[src/rtl/grid_drawer.sv]
// -----------------------------------------------------------------------------
// grid_drawer
//
// Emits pixel writes for a VGA adapter that outline (and optionally fill) the
// cells of a GRID_W x GRID_H grid of CELL x CELL pixel squares. The grid's
// top-left corner is at (X0, Y0). A request draws either the whole grid or
// one cell. The design writes one pixel per clock while drawing.
//
// Ports
//   clk          system clock, rising edge
//   rst          asynchronous active-high reset
//   start        request pulse, sampled only when idle
//   full         1 = whole grid, 0 = single cell (cell_col, cell_row)
//   fill         1 = interiors in fill_colour, 0 = interiors black
//   fill_colour  interior colour when fill = 1
//   cell_col     target column for a single-cell request
//   cell_row     target row for a single-cell request
//   busy         high from request acceptance through the completion cycle
//   done         one-cycle completion pulse
//   writeEn      pixel write strobe
//   x, y, colour registered pixel coordinate and colour
// -----------------------------------------------------------------------------
module grid_drawer #(
    parameter int          GRID_W        = 8,
    parameter int          GRID_H        = 8,
    parameter int          CELL          = 8,
    parameter int          X0            = 0,
    parameter int          Y0            = 0,
    parameter logic [2:0]  BORDER_COLOUR = 3'b111
) (
    input  logic       clk,
    input  logic       rst,
    input  logic       start,
    input  logic       full,
    input  logic       fill,
    input  logic [2:0] fill_colour,
    input  logic [3:0] cell_col,
    input  logic [3:0] cell_row,
    output logic       busy,
    output logic       done,
    output logic       writeEn,
    output logic [7:0] x,
    output logic [6:0] y,
    output logic [2:0] colour
);

    localparam logic [3:0] PX_LAST  = 4'(CELL - 1);
    localparam logic [3:0] COL_LAST = 4'(GRID_W - 1);
    localparam logic [3:0] ROW_LAST = 4'(GRID_H - 1);

    typedef enum logic [1:0] {
        IDLE = 2'd0,
        LOAD = 2'd1,
        DRAW = 2'd2,
        DONE = 2'd3
    } state_t;

    state_t     state_reg;

    // Request captured at acceptance; the live inputs are ignored afterwards.
    logic       full_reg;
    logic       fill_reg;
    logic [2:0] fill_colour_reg;
    logic [3:0] cell_col_reg;
    logic [3:0] cell_row_reg;

    // Coordinates of the pixel currently presented on the outputs.
    logic [3:0] col_reg;
    logic [3:0] row_reg;
    logic [3:0] px_reg;
    logic [3:0] py_reg;

    logic       busy_reg;
    logic       done_reg;
    logic       write_en_reg;
    logic [7:0] x_reg;
    logic [6:0] y_reg;
    logic [2:0] colour_reg;

    // Next-pixel stepping and output-pixel calculation.
    logic       px_last;
    logic       py_last;
    logic       col_last;
    logic       row_last;
    logic       cell_wrap;
    logic       last_pixel;
    logic       req_valid;
    logic [3:0] emit_col;
    logic [3:0] emit_row;
    logic [3:0] emit_px;
    logic [3:0] emit_py;
    logic [7:0] x_next;
    logic [6:0] y_next;
    logic [2:0] colour_next;
    logic       on_border;

    always_comb begin
        px_last    = (px_reg == PX_LAST);
        py_last    = (py_reg == PX_LAST);
        col_last   = (col_reg == COL_LAST);
        row_last   = (row_reg == ROW_LAST);
        cell_wrap  = px_last && py_last;
        // A single-cell request ends at the cell's last pixel; a full grid
        // ends at the last pixel of the bottom-right cell.
        last_pixel = cell_wrap && (!full_reg || (col_last && row_last));

        // Out-of-range single cells are rejected without drawing anything.
        req_valid  = full_reg ||
                     (({1'b0, cell_col_reg} < 5'(GRID_W)) &&
                      ({1'b0, cell_row_reg} < 5'(GRID_H)));

        emit_col = col_reg;
        emit_row = row_reg;
        emit_px  = px_reg;
        emit_py  = py_reg;

        if (state_reg == LOAD) begin
            // First pixel of the request.
            emit_col = full_reg ? 4'd0 : cell_col_reg;
            emit_row = full_reg ? 4'd0 : cell_row_reg;
            emit_px  = 4'd0;
            emit_py  = 4'd0;
        end else begin
            // Step: px innermost, then py, then column, then row.
            emit_px = px_last ? 4'd0 : px_reg + 4'd1;
            if (px_last) begin
                emit_py = py_last ? 4'd0 : py_reg + 4'd1;
            end
            if (cell_wrap && full_reg) begin
                emit_col = col_last ? 4'd0 : col_reg + 4'd1;
                if (col_last) begin
                    emit_row = row_last ? 4'd0 : row_reg + 4'd1;
                end
            end
        end

        // Modular 8/7-bit arithmetic gives the required truncation directly.
        x_next = 8'(X0) + 8'(emit_col) * 8'(CELL) + 8'(emit_px);
        y_next = 7'(Y0) + 7'(emit_row) * 7'(CELL) + 7'(emit_py);

        on_border = (emit_px == 4'd0) || (emit_px == PX_LAST) ||
                    (emit_py == 4'd0) || (emit_py == PX_LAST);
        if (on_border) begin
            colour_next = BORDER_COLOUR;
        end else if (fill_reg) begin
            colour_next = fill_colour_reg;
        end else begin
            colour_next = 3'b000;
        end
    end

    always_ff @(posedge clk or posedge rst) begin
        if (rst) begin
            state_reg       <= IDLE;
            full_reg        <= 1'b0;
            fill_reg        <= 1'b0;
            fill_colour_reg <= 3'b000;
            cell_col_reg    <= 4'd0;
            cell_row_reg    <= 4'd0;
            col_reg         <= 4'd0;
            row_reg         <= 4'd0;
            px_reg          <= 4'd0;
            py_reg          <= 4'd0;
            busy_reg        <= 1'b0;
            done_reg        <= 1'b0;
            write_en_reg    <= 1'b0;
            x_reg           <= 8'd0;
            y_reg           <= 7'd0;
            colour_reg      <= 3'b000;
        end else begin
            case (state_reg)
                IDLE: begin
                    done_reg     <= 1'b0;
                    write_en_reg <= 1'b0;
                    if (start) begin
                        full_reg        <= full;
                        fill_reg        <= fill;
                        fill_colour_reg <= fill_colour;
                        cell_col_reg    <= cell_col;
                        cell_row_reg    <= cell_row;
                        busy_reg        <= 1'b1;
                        state_reg       <= LOAD;
                    end
                end

                LOAD: begin
                    if (req_valid) begin
                        col_reg      <= emit_col;
                        row_reg      <= emit_row;
                        px_reg       <= emit_px;
                        py_reg       <= emit_py;
                        x_reg        <= x_next;
                        y_reg        <= y_next;
                        colour_reg   <= colour_next;
                        write_en_reg <= 1'b1;
                        state_reg    <= DRAW;
                    end else begin
                        done_reg  <= 1'b1;
                        state_reg <= DONE;
                    end
                end

                DRAW: begin
                    if (last_pixel) begin
                        write_en_reg <= 1'b0;
                        done_reg     <= 1'b1;
                        state_reg    <= DONE;
                    end else begin
                        col_reg    <= emit_col;
                        row_reg    <= emit_row;
                        px_reg     <= emit_px;
                        py_reg     <= emit_py;
                        x_reg      <= x_next;
                        y_reg      <= y_next;
                        colour_reg <= colour_next;
                    end
                end

                DONE: begin
                    done_reg  <= 1'b0;
                    busy_reg  <= 1'b0;
                    state_reg <= IDLE;
                end

                default: state_reg <= IDLE;
            endcase
        end
    end

    assign busy    = busy_reg;
    assign done    = done_reg;
    assign writeEn = write_en_reg;
    assign x       = x_reg;
    assign y       = y_reg;
    assign colour  = colour_reg;

endmodule

[config.mk]
export PLATFORM = sky130hd
export DESIGN_NAME = grid_drawer
export DESIGN_NICKNAME = d
export VERILOG_FILES = /design/src/rtl/grid_drawer.sv
export SDC_FILE = /design/constraint.sdc
export NUM_CORES = 1
export LEC_CHECK = 0
export CAP_MARGIN = 20
export CORE_AREA = 2 2 74 76
export DETAILED_ROUTE_END_ITERATION = 16
export DIE_AREA = 0 0 76 78
export PLACE_DENSITY_LB_ADDON = 0.05
export SETUP_SLACK_MARGIN = 0.3
export SLEW_MARGIN = 10
export SYNTH_ARGS = -nofsm -noshare
export SYNTH_HDL_FRONTEND = slang
export SYNTH_SLANG_ARGS = --single-unit
[constraint.sdc]
create_clock -name clk -period 6.5 [get_ports clk]
set_input_delay 1.3 -clock clk [delete_from_list [all_inputs] [get_ports clk]]
set_output_delay 1.3 -clock clk [all_outputs]
set_load 0.02 [all_outputs]
* Yosys cells after proc, flatten, opt, wreduce, memory -nomap -nowiden
Index checks and enable logic that the tools add are counted.
** Operators by class
- Add/sub/neg operators :: 6
- Multipliers :: 0
- Div/mod/pow operators :: 0
- $lt $le $gt $ge :: 2
- Eq/ne operators :: 14
- Shifts and indexed selects :: 0
- Mux-type cells :: 49
- Bitwise logic cells :: 0
- Reductions and logical operators :: 24
** Operators by type and width (number)
- $mux 4 :: 22
- $pmux 4 s2 :: 4
- $eq 4x3->1 const B :: 6
- $add 4x1->4 const B :: 4
- $mux 8 :: 2
- $pmux 8 s2 :: 1
- $mux 7 :: 2
- $pmux 7 s2 :: 1
- $mux 3 :: 4
- $ne 2x2->1 const B :: 5
- $add 7x4->8 :: 1
- $logic_not 4->1 :: 2
- $lt 4x4->1 const B :: 2
- $pmux 2 s4 :: 1
- $reduce_and 2->1 :: 4
- $add 7x4->7 :: 1
- $mux 1 :: 6
- $pmux 1 s3 :: 2
- $pmux 3 s2 :: 1
- $reduce_and 3->1 :: 2
- $logic_and 1x1->1 :: 5
- $logic_or 1x1->1 :: 5
- $eq 2x2->1 const B :: 2
- $mux 2 :: 2
- 7 further kinds :: 8
** Word-level totals
- Register bits :: 52
- Latch bits :: 0
- Memory bits (writable) :: 0
- Memory bits (read-only) :: 0
- Input port bits :: 16
- Output and inout bits :: 21
- Logic and storage cells :: 111
- Memories :: 0

* Logic depth before layout (Yosys ltp)
- Depth after elaboration :: 10
- Mapped depth :: 12
- Gate-level depth less buffers :: 10

* Worst setup path after synthesis
OpenSTA, ideal clock, no wires.
- Path type :: register to register
- From :: register px_reg[0]
- To :: register y_reg[4], in the netlist y[4]
- Setup time :: 128 ps
- Arrival time :: 2353 ps
- Required time :: 6372 ps
- Slack :: 4020 ps
- Stages on the path, launching flop included :: 10
- Path buffers :: 1
- Clock period less this slack :: 2480 ps
- Cells stage by stage :: dfrtp_1 -> ha_1 -> buf_6 -> nand3b_1 -> nor4_2 -> mux2i_1 -> o21ai_1 -> ha_1 -> ha_1 -> mux2_1
** On the way
- Longest elaborated chain between the ends :: 8
- Elaborated cells between the ends (all ways) :: 14
- Those cells by class :: 1 x add/sub; 2 x eq/ne; 7 x mux; 4 x reduce/logical
** RTL lines
- start: declaration :: RTL line 70 : logic [3:0] px_reg;
- start signal: assignment :: RTL line 190 : px_reg <= emit_px;
- start signal: assignment :: RTL line 211 : px_reg <= emit_px;
- $eq 4x3->1 (*) :: RTL line 98 : px_last = (px_reg == PX_LAST);
- $logic_and 1x1->1 (*) :: RTL line 102 : cell_wrap = px_last && py_last;
- $logic_and 1x1->1 (*) :: RTL line 129 : if (cell_wrap && full_reg) begin
- $mux 4 (*) :: RTL line 129
- $mux 4 (*) :: RTL line 117 : if (state_reg == LOAD) begin
- via emit_row[0] :: RTL line 89 : logic [3:0] emit_row;
- $add 7x4->7 (*) :: RTL line 139 : y_next = 7'(Y0) + 7'(emit_row) * 7'(CELL) + 7'(emit_py);
- via y_next[4] :: RTL line 93 : logic [6:0] y_next;
- $mux 7, on equally long branches :: RTL line 204, 187
- $pmux 7 s2 (*) :: RTL line 171 : case (state_reg)
- end signal: assignment :: RTL line 193 : y_reg <= y_next;
- end signal: assignment :: RTL line 214 : y_reg <= y_next;
- end: declaration :: RTL line 77 : logic [6:0] y_reg;
Mark *: on every way through the listed nets, which the timed path passes. The rest lies on a longest branch. The select of a mux whose other input is x is not followed.
A chain may end at the register's enable or synchronous reset.

* Worst setup path in the final report
- From :: register px_reg[0]
- To :: register row_reg[0]
** On the way
- Longest elaborated chain between the ends :: 7
- Elaborated cells between the ends (all ways) :: 11
- Those cells by class :: 2 x eq/ne; 5 x mux; 4 x reduce/logical
** RTL lines
- $eq 4x3->1 (*) :: RTL line 98
- $logic_and 1x1->1 (*) :: RTL line 102
- $logic_and 1x1->1 :: RTL line 129
- $mux 4 :: RTL line 129
- $mux 4 :: RTL line 117
- $mux 4, on equally long branches :: RTL line 204, 187
- $pmux 4 s2 :: RTL line 171
- end signal: assignment :: RTL line 189 : row_reg <= emit_row;
- end signal: assignment :: RTL line 210 : row_reg <= emit_row;
- end: declaration :: RTL line 69 : logic [3:0] row_reg;
Every way passes the cells marked *; elsewhere a longest branch is shown, timed or not. The select of a mux whose other input is x is not followed.

==> report_table.html <==
<table>
<tr><th>Metric</th><th>Value</th></tr>
<tr><th colspan="2">Floorplanning</th></tr>
<tr><td>Overall die area</td><td>between 0.005 and 0.006 mm2</td></tr>
<tr><td>Number of top-level pins</td><td>37</td></tr>
<tr><td>Horizontal die dimension</td><td>76 um</td></tr>
<tr><td>Effective utilization at floorplan</td><td>52.8%</td></tr>
<tr><td>Count of standard-cell rows</td><td>26</td></tr>
<tr><td>Height of the die</td><td>approximately 80 um</td></tr>
<tr><td>Core Footprint</td><td>0.00504 mm2</td></tr>
<tr><th colspan="2">Logic synthesis</th></tr>
<tr><td>Per-instance average area after synthesis</td><td>10.4 um2</td></tr>
<tr><td>Xor and xnor area share after synthesis</td><td>2.26%</td></tr>
<tr><td>Number of enable-type register cells in the synthesized netlist</td><td>0</td></tr>
<tr><td>Complex-gate fraction of the synthesized area</td><td>14.3%</td></tr>
<tr><td>Syn Std Cell Area</td><td>0.00266 mm2</td></tr>
<tr><td>YS warnings</td><td>0</td></tr>
<tr><td>Main combinational cell family by area after synthesis</td><td>simple AND/OR/NAND/NOR gates</td></tr>
<tr><td>Cell count after synthesis</td><td>256</td></tr>
<tr><td>Prevailing post-synth register cell</td><td>dfrtp_1</td></tr>
<tr><td>Count of state elements after synthesis</td><td>46</td></tr>
<tr><td>Cell variety after synth</td><td>62</td></tr>
<tr><td>Share of synthesized area occupied by flip-flops and latches</td><td>43.2%</td></tr>
<tr><td>Post-synth ARST share</td><td>100%</td></tr>
<tr><td>Post-synthesis share of cell area spent on full adders, half adders and majority gates</td><td>5.64%</td></tr>
<tr><td>Post-Synth Simple-Gate Area</td><td>15.4%</td></tr>
<tr><td>Net count after synthesis</td><td>284</td></tr>
<tr><td>Share of cell area taken by muxes after synthesis</td><td>around an eighth</td></tr>
<tr><th colspan="2">STA</th></tr>
<tr><td>Relative slew margins</td><td>43.4%</td></tr>
<tr><td>Share of the clock period used by the worst path after layout</td><td>just under 50%</td></tr>
<tr><td>Fin Setup TNS</td><td>0 ns</td></tr>
<tr><td>Shortest period the worst path allows</td><td>3.20 ns</td></tr>
<tr><td>Final hold viol count</td><td>0</td></tr>
<tr><td>Final Slew Violations</td><td>0</td></tr>
<tr><td>Slew at the pin closest to its max-slew limit</td><td>0.849 ns</td></tr>
<tr><td>Maximum frequency from static timing analysis</td><td>312 MHz</td></tr>
<tr><td>Count of endpoints failing setup in the final report</td><td>0</td></tr>
<tr><td>Setup repair after global routing missed its margin</td><td>false</td></tr>
<tr><td>Clock Skew</td><td>0.00500 ns</td></tr>
<tr><th colspan="2">Placement</th></tr>
<tr><td>Number of buffer cells added on primary ports</td><td>36</td></tr>
<tr><td>DPL Wire Length</td><td>about 3600 um</td></tr>
<tr><td>Routability congestion estimate from global placement</td><td>0.797</td></tr>
<tr><th colspan="2">Clocking</th></tr>
<tr><td>CTS Root Buffer Type</td><td>clkbuf_8</td></tr>
<tr><td>CTS buffer count</td><td>5</td></tr>
<tr><td>Number of post-CTS setup repair buffers</td><td>0</td></tr>
<tr><td>Count of instances resized after the clock tree is built</td><td>0</td></tr>
<tr><td>Later-pin clock latency in the skew report</td><td>around 0.29 ns</td></tr>
<tr><td>Clock tree buffer depth</td><td>2</td></tr>
<tr><td>Clock slew seen by the registers of the worst setup and hold paths</td><td>0.08 ns</td></tr>
<tr><td>Number of buffers added to fix hold violations after cts</td><td>0</td></tr>
<tr><td>CTS tree</td><td>yes</td></tr>
<tr><td>Clock sink count</td><td>46</td></tr>
<tr><td>Clock H-tree levels</td><td>2</td></tr>
<tr><th colspan="2">Worst setup path</th></tr>
<tr><td>Crit Path Category</td><td>reg2reg</td></tr>
<tr><td>Data arrival, critical path</td><td>3.38 ns</td></tr>
<tr><td>Crit. Startpoint</td><td>px_reg[0]</td></tr>
<tr><td>Largest stage delay on the critical path</td><td>a little under 0.8 ns</td></tr>
<tr><td>Required time reported for the critical path endpoint</td><td>approximately 6.7 ns</td></tr>
<tr><td>Largest fanout of any net on the critical path</td><td>22</td></tr>
<tr><td>Kind of start point of the critical path</td><td>flop</td></tr>
<tr><td>Critical Path Slowest Stage Cell</td><td>a311o_1</td></tr>
<tr><td>Reg-to-reg startpoint</td><td>px_reg[0]</td></tr>
<tr><td>Sequence of cells on the critical path</td><td>ha_1 &gt; nand3b_1 &gt; nor2_1 &gt; a311o_1 &gt; buf_4 &gt; mux2_1</td></tr>
<tr><td>Type of element capturing the critical path</td><td>flop</td></tr>
<tr><th colspan="2">Power and ir drop</th></tr>
<tr><td>Worst vdd rail ir drop</td><td>0.277 mV</td></tr>
<tr><td>Static Leakage</td><td>~1.3 nW</td></tr>
<tr><td>Power density relative to cell area</td><td>473 mW/mm2</td></tr>
<tr><th colspan="2">Finish</th></tr>
<tr><td>Max reg flops</td><td>5</td></tr>
<tr><td>Count of filler cells inserted in the layout</td><td>approximately 460</td></tr>
<tr><td>Fraction of layout cells with a size suffix above 1</td><td>10.6%</td></tr>
<tr><td>Antenna diode instance count</td><td>0</td></tr>
<tr><td>Utilization after layout</td><td>between 60% and 70%</td></tr>
<tr><td>Nets</td><td>about 310</td></tr>
<tr><td>Area added between synthesis and finish</td><td>16.7%</td></tr>
<tr><th colspan="2">Drt</th></tr>
<tr><td>Total Routed Length</td><td>5070 um</td></tr>
<tr><td>Met2 WL post-DR</td><td>between 2000 and 2500 um</td></tr>
<tr><td>DRC viols</td><td>0</td></tr>
<tr><td>Antenna viol nets, final</td><td>0</td></tr>
<tr><td>Routed wire per std cell</td><td>14.3 um</td></tr>
<tr><td>Drt pass-1 iters</td><td>4</td></tr>
<tr><td>Top sig layer</td><td>met4</td></tr>
<tr><td>1st-iter DRT viols</td><td>99</td></tr>
<tr><td>Vias post-DR</td><td>1933</td></tr>
<tr><td>Metal3 WL</td><td>~170 um</td></tr>
<tr><td>Post-Route M1 WL</td><td>2410 um</td></tr>
<tr><td>DR vias/cell</td><td>5.46</td></tr>
<tr><th colspan="2">Global routing</th></tr>
<tr><td>Gr ovfl total</td><td>0</td></tr>
<tr><td>Maximum number of pins on one net before global-route repair</td><td>47</td></tr>
<tr><td>First-pass GRT wire length</td><td>9050 um</td></tr>
<tr><td>Vias in the first global route</td><td>1813</td></tr>
<tr><td>Combined global-route utilization of all metal layers</td><td>about a fifth</td></tr>
<tr><td>Number of antenna violations at the first check in global routing</td><td>0</td></tr>
<tr><th colspan="2">Run status</th></tr>
<tr><td>Run status</td><td>complete, no violations</td></tr>
<tr><th colspan="2">Worst hold path</th></tr>
<tr><td>Hold path start</td><td>x[5]</td></tr>
<tr><td>Class of the tightest hold or removal check</td><td>reg2reg</td></tr>
<tr><th colspan="2">Flow run</th></tr>
<tr><td>Maximum Capacitance Violations</td><td>0</td></tr>
</table>
==> cell usage in the layout (no fill, tap or decap), drive strengths merged, types with 3 or more instances in the layout <==
cell type	netlist	final
clkbuf	4	7
nand2	19	19
nand3b	3	3
clkdlybuf4s50	0	36
mux2i	6	6
nor2b	7	7
o21ai	15	15
mux2	26	26
ha	12	12
nor2	15	15
o31ai	3	3
nor3	3	3
a21oi	10	10
xnor2	5	5
or4	3	3
nand2b	3	3
nand3	9	9
dfrtp	46	46
inv	12	12
buf	14	3
==> critical path: cells and delay by family (launching register included) <==
| kind | cells | cell delay (ns) |
|---|---|---|
| AND/OR/NAND/NOR | 2 | 0.68 |
| AO/OA/AOI/OAI | 1 | 0.79 |
| flip-flops | 1 | 0.50 |
| adder cells (fa/ha/maj) | 1 | 0.39 |
| multiplexers | 1 | 0.35 |
| buffers and inverters | 1 | 0.37 |
==> stage by stage <==
stage               setup slack, ns  instance area, um2  power (mW)  hold WS, ns  std cells
floorplan                      4.02                2660        1.11        0.463        256
global placement               3.44                3010        1.30        0.471        346
detailed placement             3.31                3010        1.32        0.474        346
CTS                            3.29                3090        1.49        0.493        353
global route                   2.94                3110        1.62        0.517        354
finish                         3.30                3110        1.47        0.485        354
==> synthesized netlist by cell type (all sizes together) (3+ instances only) <==
cell type,instances,share of area [%]
inv,12,1.7
a21oi,10,2.0
nor2b,7,1.6
nand2,19,2.7
nor2,15,2.1
o21ai,15,2.8
xnor2,5,1.9
clkbuf,4,0.56
nand3b,3,0.85
buf,14,3.7
dfrtp,46,43
nand2b,3,0.70
nor3,3,0.56
o31ai,3,0.85
mux2,26,11
mux2i,6,2.3
nand3,9,1.7
ha,12,5.6
or4,3,0.99
==> worst paths after layout <==
path | endpoint | slack, ns | cells past startpoint
min in group asynchronous | row_reg[1] | 1.23 | 2
max in group asynchronous | cell_col_reg[3] | 4.82 | 3
worst max register to register | row_reg[0] | 3.30 | 6
worst min register to register | x[5] | 0.48 | 2
worst max-delay path | row_reg[0] | 3.30 | 6
worst min-delay path | x[5] | 0.48 | 2
==> layout make-up <==
cell class	count	area, um2	share of cell area [%]
tap	70	87.6	2.82
clock buffer	7	76.3	2.46
inverter	12	45.0	1.45
multi-input combinational	180	1350	43.5
timing repair buffer	39	395	12.7
sequential	46	1150	37.0
==> cell families (layout without fill, tap and decap cells) <==
| group | Yosys count | in the layout |
|---|---|---|
| AND/OR/NAND/NOR | 76 | 76 |
| AO/OA/AOI/OAI | 54 | 54 |
| XOR/XNOR | 6 | 6 |
| multiplexers | 32 | 32 |
| flip-flops | 46 | 46 |
| adder cells (fa/ha/maj) | 12 | 12 |
| buffers and inverters | 30 | 58 |
==> layer usage <==
metal  track usage [%]  vias up
met5                 0        -
met4              5.09        0
met3              3.60        5
met2              29.8       32
met1              26.9      927
li1                  -      969
==> report_power, final <==
part           switching, mW  leakage (nW)  internal, mW
clock network         0.0901        0.0383        0.0742
registers              0.105         0.552         0.408
logic                  0.415         0.693         0.377
Note: power is estimated with default switching activity, not from simulation.
